[src/rtl/i2c_arb_pkg.sv]
// Shared types and constants for the two-requester I2C bus arbiter.
package i2c_arb_pkg;

    typedef enum logic [2:0] {
        ST_IDLE  = 3'd0,
        ST_ISSUE = 3'd1,
        ST_WAIT  = 3'd2,
        ST_DONE  = 3'd3,
        ST_HOLD  = 3'd4
    } arb_state_e;

    localparam logic REQ_CMD   = 1'b0;
    localparam logic REQ_POLL  = 1'b1;
    localparam logic I2C_WRITE = 1'b0;
    localparam logic I2C_READ  = 1'b1;

    // Fields captured from a requester on a valid/ready transfer
    typedef struct packed {
        logic [6:0] addr;
        logic [7:0] wdata;
        logic       mode;
        logic       lock;
    } i2c_req_t;

endpackage

[src/rtl/arb_timeout_ctr.sv]
// Cycle counter shared by the WAIT and HOLD phases; pulses when the
// enabled count sits at its final value.
module arb_timeout_ctr #(
    parameter int TIMEOUT_CYCLES = 1024,
    parameter int TO_W           = $clog2(TIMEOUT_CYCLES)
) (
    input  logic clock,
    input  logic rst_n,
    input  logic clr_i,
    input  logic en_i,
    output logic expire_o
);

    logic [TO_W-1:0] cnt_q;

    // Count enabled cycles, restarting from zero whenever cleared
    always_ff @(posedge clock or negedge rst_n) begin
        if (!rst_n) begin
            cnt_q <= '0;
        end else if (clr_i) begin
            cnt_q <= '0;
        end else if (en_i) begin
            cnt_q <= cnt_q + TO_W'(1);
        end
    end

    assign expire_o = en_i && (cnt_q == TO_W'(TIMEOUT_CYCLES - 1));

endmodule

[src/rtl/i2c_bus_arbiter.sv]
// Shares one I2C master between the command path and the poll sequencer.
// One transaction at a time; a lock keeps the bus with its owner for a
// follow-up transaction (e.g. control-byte write then read).
module i2c_bus_arbiter
    import i2c_arb_pkg::*;
#(
    parameter int TIMEOUT_CYCLES = 1024,
    parameter int CMD_BURST_MAX  = 4,
    parameter int TO_W           = $clog2(TIMEOUT_CYCLES)
) (
    input  logic       clock,
    input  logic       rst_n,
    input  logic       cmd_valid,
    output logic       cmd_ready,
    input  logic [6:0] cmd_addr,
    input  logic [7:0] cmd_wdata,
    input  logic       cmd_mode,
    input  logic       cmd_lock,
    output logic       cmd_done,
    output logic [7:0] cmd_rdata,
    output logic       cmd_timeout,
    input  logic       poll_valid,
    output logic       poll_ready,
    input  logic [6:0] poll_addr,
    input  logic [7:0] poll_wdata,
    input  logic       poll_mode,
    input  logic       poll_lock,
    output logic       poll_done,
    output logic [7:0] poll_rdata,
    output logic       poll_timeout,
    output logic [6:0] sensorAddr_I2C,
    output logic [7:0] writeVal_I2C,
    output logic       mode_I2C,
    output logic       start_I2C,
    input  logic [7:0] readVal_I2C,
    input  logic       dataRdy_I2C,
    output logic       busy,
    output logic       owner
);

    localparam int BW = $clog2(CMD_BURST_MAX + 1);

    arb_state_e  state_q;
    logic        owner_q;
    logic        lock_q;
    logic [6:0]  addr_q;
    logic [7:0]  wdata_q;
    logic        mode_q;
    logic        start_q;
    logic [BW-1:0] burst_q;
    logic        cmd_done_q, cmd_to_q, poll_done_q, poll_to_q;
    logic [7:0]  cmd_rdata_q, poll_rdata_q;

    logic        poll_wins_s;
    logic        cmd_xfer_s, poll_xfer_s, xfer_s;
    i2c_req_t    req_s;
    logic        to_en_s, to_exp_s;

    // Arbitration result and ready generation
    always_comb begin
        poll_wins_s = 1'b0;
        cmd_ready   = 1'b0;
        poll_ready  = 1'b0;
        case (state_q)
            ST_IDLE: begin
                // Poll gets through once cmd has used up its burst allowance
                poll_wins_s = poll_valid &&
                              (!cmd_valid || (burst_q == BW'(CMD_BURST_MAX)));
                cmd_ready   = cmd_valid && !poll_wins_s;
                poll_ready  = poll_wins_s;
            end
            ST_HOLD: begin
                cmd_ready  = cmd_valid  && (owner_q == REQ_CMD);
                poll_ready = poll_valid && (owner_q == REQ_POLL);
            end
            default: begin
                poll_wins_s = 1'b0;
                cmd_ready   = 1'b0;
                poll_ready  = 1'b0;
            end
        endcase
    end

    assign cmd_xfer_s  = cmd_valid  && cmd_ready;
    assign poll_xfer_s = poll_valid && poll_ready;
    assign xfer_s      = cmd_xfer_s || poll_xfer_s;

    // Select the fields of whichever requester is transferring
    always_comb begin
        if (poll_xfer_s) begin
            req_s = '{addr: poll_addr, wdata: poll_wdata, mode: poll_mode, lock: poll_lock};
        end else begin
            req_s = '{addr: cmd_addr, wdata: cmd_wdata, mode: cmd_mode, lock: cmd_lock};
        end
    end

    assign to_en_s = (state_q == ST_WAIT) || (state_q == ST_HOLD);

    arb_timeout_ctr #(
        .TIMEOUT_CYCLES (TIMEOUT_CYCLES),
        .TO_W           (TO_W)
    ) u_timeout (
        .clock    (clock),
        .rst_n    (rst_n),
        .clr_i    (!to_en_s),
        .en_i     (to_en_s),
        .expire_o (to_exp_s)
    );

    // Arbiter FSM with registered I2C drive and per-requester responses
    always_ff @(posedge clock or negedge rst_n) begin
        if (!rst_n) begin
            state_q      <= ST_IDLE;
            owner_q      <= REQ_CMD;
            lock_q       <= 1'b0;
            addr_q       <= 7'd0;
            wdata_q      <= 8'd0;
            mode_q       <= I2C_WRITE;
            start_q      <= 1'b0;
            burst_q      <= '0;
            cmd_done_q   <= 1'b0;
            cmd_to_q     <= 1'b0;
            poll_done_q  <= 1'b0;
            poll_to_q    <= 1'b0;
            cmd_rdata_q  <= 8'd0;
            poll_rdata_q <= 8'd0;
        end else begin
            start_q     <= 1'b0;
            cmd_done_q  <= 1'b0;
            cmd_to_q    <= 1'b0;
            poll_done_q <= 1'b0;
            poll_to_q   <= 1'b0;
            case (state_q)
                ST_IDLE: begin
                    if (!poll_valid || poll_xfer_s) begin
                        burst_q <= '0;
                    end else if (cmd_xfer_s) begin
                        burst_q <= burst_q + BW'(1);
                    end
                    if (xfer_s) begin
                        owner_q <= poll_xfer_s;
                        addr_q  <= req_s.addr;
                        wdata_q <= req_s.wdata;
                        mode_q  <= req_s.mode;
                        lock_q  <= req_s.lock;
                        start_q <= 1'b1;
                        state_q <= ST_ISSUE;
                    end
                end
                ST_ISSUE: begin
                    state_q <= ST_WAIT;
                end
                ST_WAIT: begin
                    // A completion in the expiry cycle still counts as success
                    if (dataRdy_I2C) begin
                        if (owner_q == REQ_POLL) begin
                            poll_rdata_q <= readVal_I2C;
                            poll_done_q  <= 1'b1;
                        end else begin
                            cmd_rdata_q <= readVal_I2C;
                            cmd_done_q  <= 1'b1;
                        end
                        state_q <= ST_DONE;
                    end else if (to_exp_s) begin
                        if (owner_q == REQ_POLL) begin
                            poll_rdata_q <= 8'd0;
                            poll_done_q  <= 1'b1;
                            poll_to_q    <= 1'b1;
                        end else begin
                            cmd_rdata_q <= 8'd0;
                            cmd_done_q  <= 1'b1;
                            cmd_to_q    <= 1'b1;
                        end
                        lock_q  <= 1'b0;
                        state_q <= ST_DONE;
                    end
                end
                ST_DONE: begin
                    addr_q  <= 7'd0;
                    wdata_q <= 8'd0;
                    mode_q  <= I2C_WRITE;
                    state_q <= lock_q ? ST_HOLD : ST_IDLE;
                end
                ST_HOLD: begin
                    // Only the owner can be ready here, so owner_q is unchanged
                    if (xfer_s) begin
                        addr_q  <= req_s.addr;
                        wdata_q <= req_s.wdata;
                        mode_q  <= req_s.mode;
                        lock_q  <= req_s.lock;
                        start_q <= 1'b1;
                        state_q <= ST_ISSUE;
                    end else if (to_exp_s) begin
                        lock_q  <= 1'b0;
                        state_q <= ST_IDLE;
                    end
                end
                default: begin
                    state_q <= ST_IDLE;
                end
            endcase
        end
    end

    assign sensorAddr_I2C = addr_q;
    assign writeVal_I2C   = wdata_q;
    assign mode_I2C       = mode_q;
    assign start_I2C      = start_q;
    assign cmd_done       = cmd_done_q;
    assign cmd_timeout    = cmd_to_q;
    assign cmd_rdata      = cmd_rdata_q;
    assign poll_done      = poll_done_q;
    assign poll_timeout   = poll_to_q;
    assign poll_rdata     = poll_rdata_q;
    assign busy           = (state_q != ST_IDLE);
    assign owner          = owner_q;

endmodule

[config.mk]
export PLATFORM = sky130hd
export DESIGN_NAME = i2c_bus_arbiter
export DESIGN_NICKNAME = d
export VERILOG_FILES = /design/src/rtl/i2c_arb_pkg.sv /design/src/rtl/arb_timeout_ctr.sv /design/src/rtl/i2c_bus_arbiter.sv
export SDC_FILE = /design/constraint.sdc
export NUM_CORES = 1
export LEC_CHECK = 0
export CAP_MARGIN = 10
export CORE_MARGIN = 3
export CORE_UTILIZATION = 45
export DETAILED_ROUTE_END_ITERATION = 12
export PLACE_DENSITY = 0.89
export SYNTH_ARGS = -nofsm -noshare
export SYNTH_HDL_FRONTEND = slang
export SYNTH_SLANG_ARGS = --single-unit
[constraint.sdc]
create_clock -name clock -period 2.43 [get_ports clock]
set_input_delay 0.6075 -clock clock [delete_from_list [all_inputs] [get_ports clock]]
set_output_delay 0.6075 -clock clock [all_outputs]
set_load 0.02 [all_outputs]
### Word-level counts from Yosys, hierarchy flattened

Index checks and enable logic that the tools add are counted.

* muxes and demuxes: 46
* eq/ne operators: 11
* bitwise gates (word level): 1
* add/subtract/negate cells: 2
* reduce and logical (&&, ||, !) cells: 28

Operators with widths (number)
* $mux W8: 9
* $mux W3: 8
* $mux W1: 19
* $mux W17: 1
* $pmux W8 S2: 1
* $pmux W3 S5: 1
* $pmux W7 S2: 1
* $reduce_and A3 Y1: 4
* $add A10 B1 Y10 const B: 1
* $eq A10 B10 Y1 const B: 1
* $mux W10: 1
* $logic_and A1 B1 Y1: 7
* $mux W7: 1
* $eq A3 B2 Y1 const B: 2
* $eq A3 B3 Y1 const B: 2
* $ne A3 B3 Y1 const B: 2
* $pmux W1 S2: 3
* $reduce_and A2 Y1: 3
* $reduce_bool A2 Y1: 3
* $reduce_bool A3 Y1: 2
* $logic_or A1 B1 Y1: 4
* $ne A2 B2 Y1 const B: 2
* $add A3 B1 Y3 const B: 1
* $eq A3 B1 Y1 const B: 1
* other kinds (6): 8

* output and inout port bits: 41
* bits in registers: 55
* word-level logic and storage cells: 103
* input bits: 47

### Depth between registers and ports, before layout

* depth in word-level cells: 10
* depth in mapped cells: 8
* depth with buffers taken out: 6

### Hierarchy

Synthesis repeated with hierarchy kept, for this count alone.

* cells, all modules: 245
* area total of the unflattened synthesis: 2761.4 um^2

Modules (own cells, without submodules)
* i2c_bus_arbiter: times used 1, cells each 195, area each 2252.2 um^2, seq. area each 1126.1 um^2
* arb_timeout_ctr: times used 1, cells each 50, area each 509.2 um^2, seq. area each 250.2 um^2

### Worst setup path after synthesis

No wires, ideal clock.

* kind: input -> output
* start point: input cmd_valid
* end point: output poll_ready
* buffers on the path: 2
* data required time: 1.822 ns
* setup slack: 0.350 ns
* stages: 5
* arrival: 1.472 ns
* cells stage by stage: a21bo_2 o2111ai_1 buf_6 buf_8 inv_1

* longest elaborated chain between the ends: 4

Ends and longest elaborated chain
* start: declaration: RTL line i2c_bus_arbiter.sv:13 `input logic cmd_valid,`
* $logic_not A1 Y1: RTL line i2c_bus_arbiter.sv:68 `(!cmd_valid || (burst_q == BW'(CMD_BURST_MAX)));`
* $logic_or A1 B1 Y1: RTL line i2c_bus_arbiter.sv:68
* $logic_and A1 B1 Y1: RTL line i2c_bus_arbiter.sv:67 `poll_wins_s = poll_valid &&`
* $pmux W1 S2: RTL line i2c_bus_arbiter.sv:64 `case (state_q)`
* end: declaration: RTL line i2c_bus_arbiter.sv:23 `output logic poll_ready,`

Every way passes these cells.

### Worst setup path after layout

* start point: register burst_q[0]
* end point: output poll_ready

* longest elaborated chain between the ends: 4

Ends and longest elaborated chain
* start: declaration: RTL line i2c_bus_arbiter.sv:50 `logic [BW-1:0] burst_q;`
* start signal: assignment: RTL line i2c_bus_arbiter.sv:138 `burst_q <= burst_q + BW'(1);`
* $eq A3 B3 Y1: RTL line i2c_bus_arbiter.sv:68
* $logic_or A1 B1 Y1: RTL line i2c_bus_arbiter.sv:68
* $logic_and A1 B1 Y1: RTL line i2c_bus_arbiter.sv:67
* $pmux W1 S2: RTL line i2c_bus_arbiter.sv:64

Every way passes these cells.

==> flow_summary.ini <==
[die]
initial_utilization = 0.476
rows = 26
io-pin-count = 88
die_w_microns = 80.4
die_h_microns = 80.4
die_area_sq_um = 6470
core-area_sq_um = 5240

[route]
drtIter0Drc = 195
drc = 0
detail-route-antenna-nets = 0
viasPerCell = 5.51
via_count = 2079
firstDrtPassIters = 4
wl_microns = 6460
route.detailed.wl_per_inst_microns = 17.1

[timing]
setup_viol = 0
finalHoldViolations = 0
worst_slew_pin_slew_ns = 0.787
fmax_mhz = 444
slew_headroom = 0.472
period_share = 0.927
maxSlewViolCount = 0
fin_skew_ns = 0.0172
fin_crit_ns = 2.25
rsz0062_at_grt = no
setup-tns-final_ns = 0

[yosys]
synthTopCellsByCount = 55 x dfrtp_1, 18 x mux2i_1, 17 x o2bb2ai_1
yosysWarnings = 0
yosys.cell_count.top_type = dfrtp_1
syn-num-nets = 263
synth_top_area_frac = 0.552
synth_edf_count = 0
synth_cell_type_count = 40
ys_seq_area_frac = 0.552
synthArstFlopShare = 1.00
synth_area_leaders = dfrtp_1 55%, mux2i_1 7.2%, o2bb2ai_1 6.0%
synth_top_family_by_area = compound AO/OA/AOI/OAI gates
synth-xor-area-share = 0.0246
ys_seq_elements = 55
synthAdderAreaFrac = 0.0151
yosys.area_share.simple = 0.101
synthCells = 213
syn_avg_cell_area_sq_um = 11.7
netlist_area_sq_um = 2490
synth.largest_area_cell = dfrtp_1
synthMuxAreaShare = 0.0723
synth_top_flop_cell = dfrtp_1
synth-compound-area-share = 0.190

[clock_tree]
post-cts-setup-buffers = 0
cts_buffer_depth = 2
cts.htree.levels = 2
cts_tree = yes
clock_latency_ns = 0.32
root_buffer = clkbuf_8
tritoncts.num_buffers = 5
cts.sink_count = 55
clk_pin_slew_ns = 0.11

[critical_path]
r2r_setup_slack_ns = 0.50
required_ns = 1.82
crit_buf_inv = 3
cp_slowest_cell = dfrtp_1
cp-start-kind = flop
worstPathMaxFanout = 3
cp_top_family = compound AO/OA/AOI/OAI gates
rr_startpoint = state_q[2]
endpoint_kind = primary output
cp.arrival_ns = 1.64
cp_slowest_stage_delay_ns = 0.39
reg2reg_depth = 5
crit_type = reg2out
cp_cell_sequence = inv_1 -> ha_1 -> a21bo_2 -> o2111ai_2 -> inv_1 -> buf_2
crit_start = burst_q[0]
rr_endpoint = cmd_rdata[5]
crit_path_frequent_cell = inv_1

[global_routing]
grt.total_usage = 0.216
grt_antenna_before_repair = 0
grt-ovfl-total = 0
grt_max_degree = 33
grt_pass1_wl_microns = 10800
grt_pass1_vias = 2214

[final_layout]
drive_above_1_share = 0.0977
syn2layout_area_growth_pct = 43.4
fin_cells = 377
antenna_cells = 0
final_net_count = 356

[power]
seqPwrFrac = 0.355
p_total_mw = 4.04
p_per_area_nw_per_um2 = 1130
swShare = 0.402
p_clk_frac = 0.128
power.internal_mw = 2.42
power_frac_comb = 0.517
power_leakage_nw = 1.63
p_sw_mw = 1.62
irDropWorstVdd_v = 0.000674

[placed_design]
place_inst = 369
portBuffers = 87
place_congestion = 0.799
dp_hpwl_microns = 4560

[job]
drv_cap = 0

[outcome]
status = finished clean

[worst_hold_path]
min_path_type = in2async
-- placed cells by master, fill, tap and decap left out, types with 2 or more instances in the layout --
cell              n
and3_1            2
a21oi_1           4
or3_1             3
xor2_1            3
o21ai_0           7
nand3_1           8
o2bb2ai_1        17
clkinv_4          2
clkdlybuf4s50_1  82
ha_1              3
xnor2_1           4
buf_2             3
dfrtp_1          55
dlymetal6s2s_1    2
nor2b_1           3
nand2b_1          3
nand2_1           9
nor2_1           13
clkbuf_8          5
buf_4            11
nor3_1            3
a32o_1            2
mux2i_1          18
a22o_1           16
inv_1            10
-- metal layers --
| metal | global-route usage | part of all wire |
|---|---|---|
| met2 | 0.368 | 0.54 |
| met4 | 0.0777 | 0.013 |
| met5 | 0 | 0 |
| met1 | 0.272 | 0.41 |
| met3 | 0.0415 | 0.044 |
-- kinds of logic after synthesis --
logic type      count (synthesis)
flops                          55
simple gates                   49
xor+xnor                        7
buf+inv                        23
fa+ha+maj                       3
mux                            18
compound gates                 58
-- what timing repair did --
action	in CTS	in global routing
gates cloned	0	0
endpoints found under the setup margin	3	3
pin swaps	0	0
gates resized for setup	11	2
hold buffers	0	0
-- state kept, by name (all words and copies together), names as in the netlist --
name,cells
cmd_done,1
poll_done,1
lock_q,1
sensorAddr_I2C,7
start_I2C,1
poll_rdata,8
writeVal_I2C,8
burst_q,3
poll_timeout,1
cmd_timeout,1
u_timeout.cnt_q,10
mode_I2C,1
cmd_rdata,8
state_q,3
owner,1
-- metrics by stage --
stage / setup slack (ns) / area, sq um / hold slack, ns / utilization
4_1_cts: 0.00137 / 3570 / 0.266 / 0.682
6_report: 0.178 / 3570 / 0.259 / 0.683
3_3_place_gp: -0.397 / 3480 / 0.446 / 0.665
3_5_place_dp: -0.456 / 3480 / 0.462 / 0.665
5_1_grt: 0.0821 / 3570 / 0.300 / 0.683
2_1_floorplan: 0.350 / 2490 / 0.312 / -
-- worst register-to-register path, delay by kind of cell, from the launching register on --
kind,cells,cell delay [ns]
compound gates,2,0.52
xor+xnor,1,0.16
buf+inv,1,0.19
flops,1,0.44
simple gates,1,0.53
-- worst max-delay path by stage --
stage	endpoint	slack, ns	depth (start not counted)
CTS	poll_ready	0.001	5
global route	poll_ready	0.08	6
finish	poll_ready	0.18	6
global placement	cmd_ready	-0.40	5
detailed placement	cmd_ready	-0.46	5
floorplan	poll_ready	0.35	5
-- area by class of cell --
type / instances / area, sq um
clock buffers: 5 / 68.8
inverters: 10 / 37.5
repair buffers: 99 / 963
well taps: 70 / 87.6
clock inverters: 3 / 25.0
fillers: 393 / 1660
flip-flops and latches: 55 / 1380
multi-input cells: 135 / 1020
-- power by group through the flow --
| stage | Clock [mW] | Combinational [mW] | Sequential [mW] |
|---|---|---|---|
| floorplan | 0 | 0.883 | 1.71 |
| global placement | 0 | 2.02 | 1.43 |
| detailed placement | 0 | 2.08 | 1.43 |
| CTS | 0.522 | 2.11 | 1.43 |
| global route | 0.555 | 2.24 | 1.47 |
| finish | 0.517 | 2.09 | 1.43 |
No activity file was read; power rests on OpenSTA's default activity.
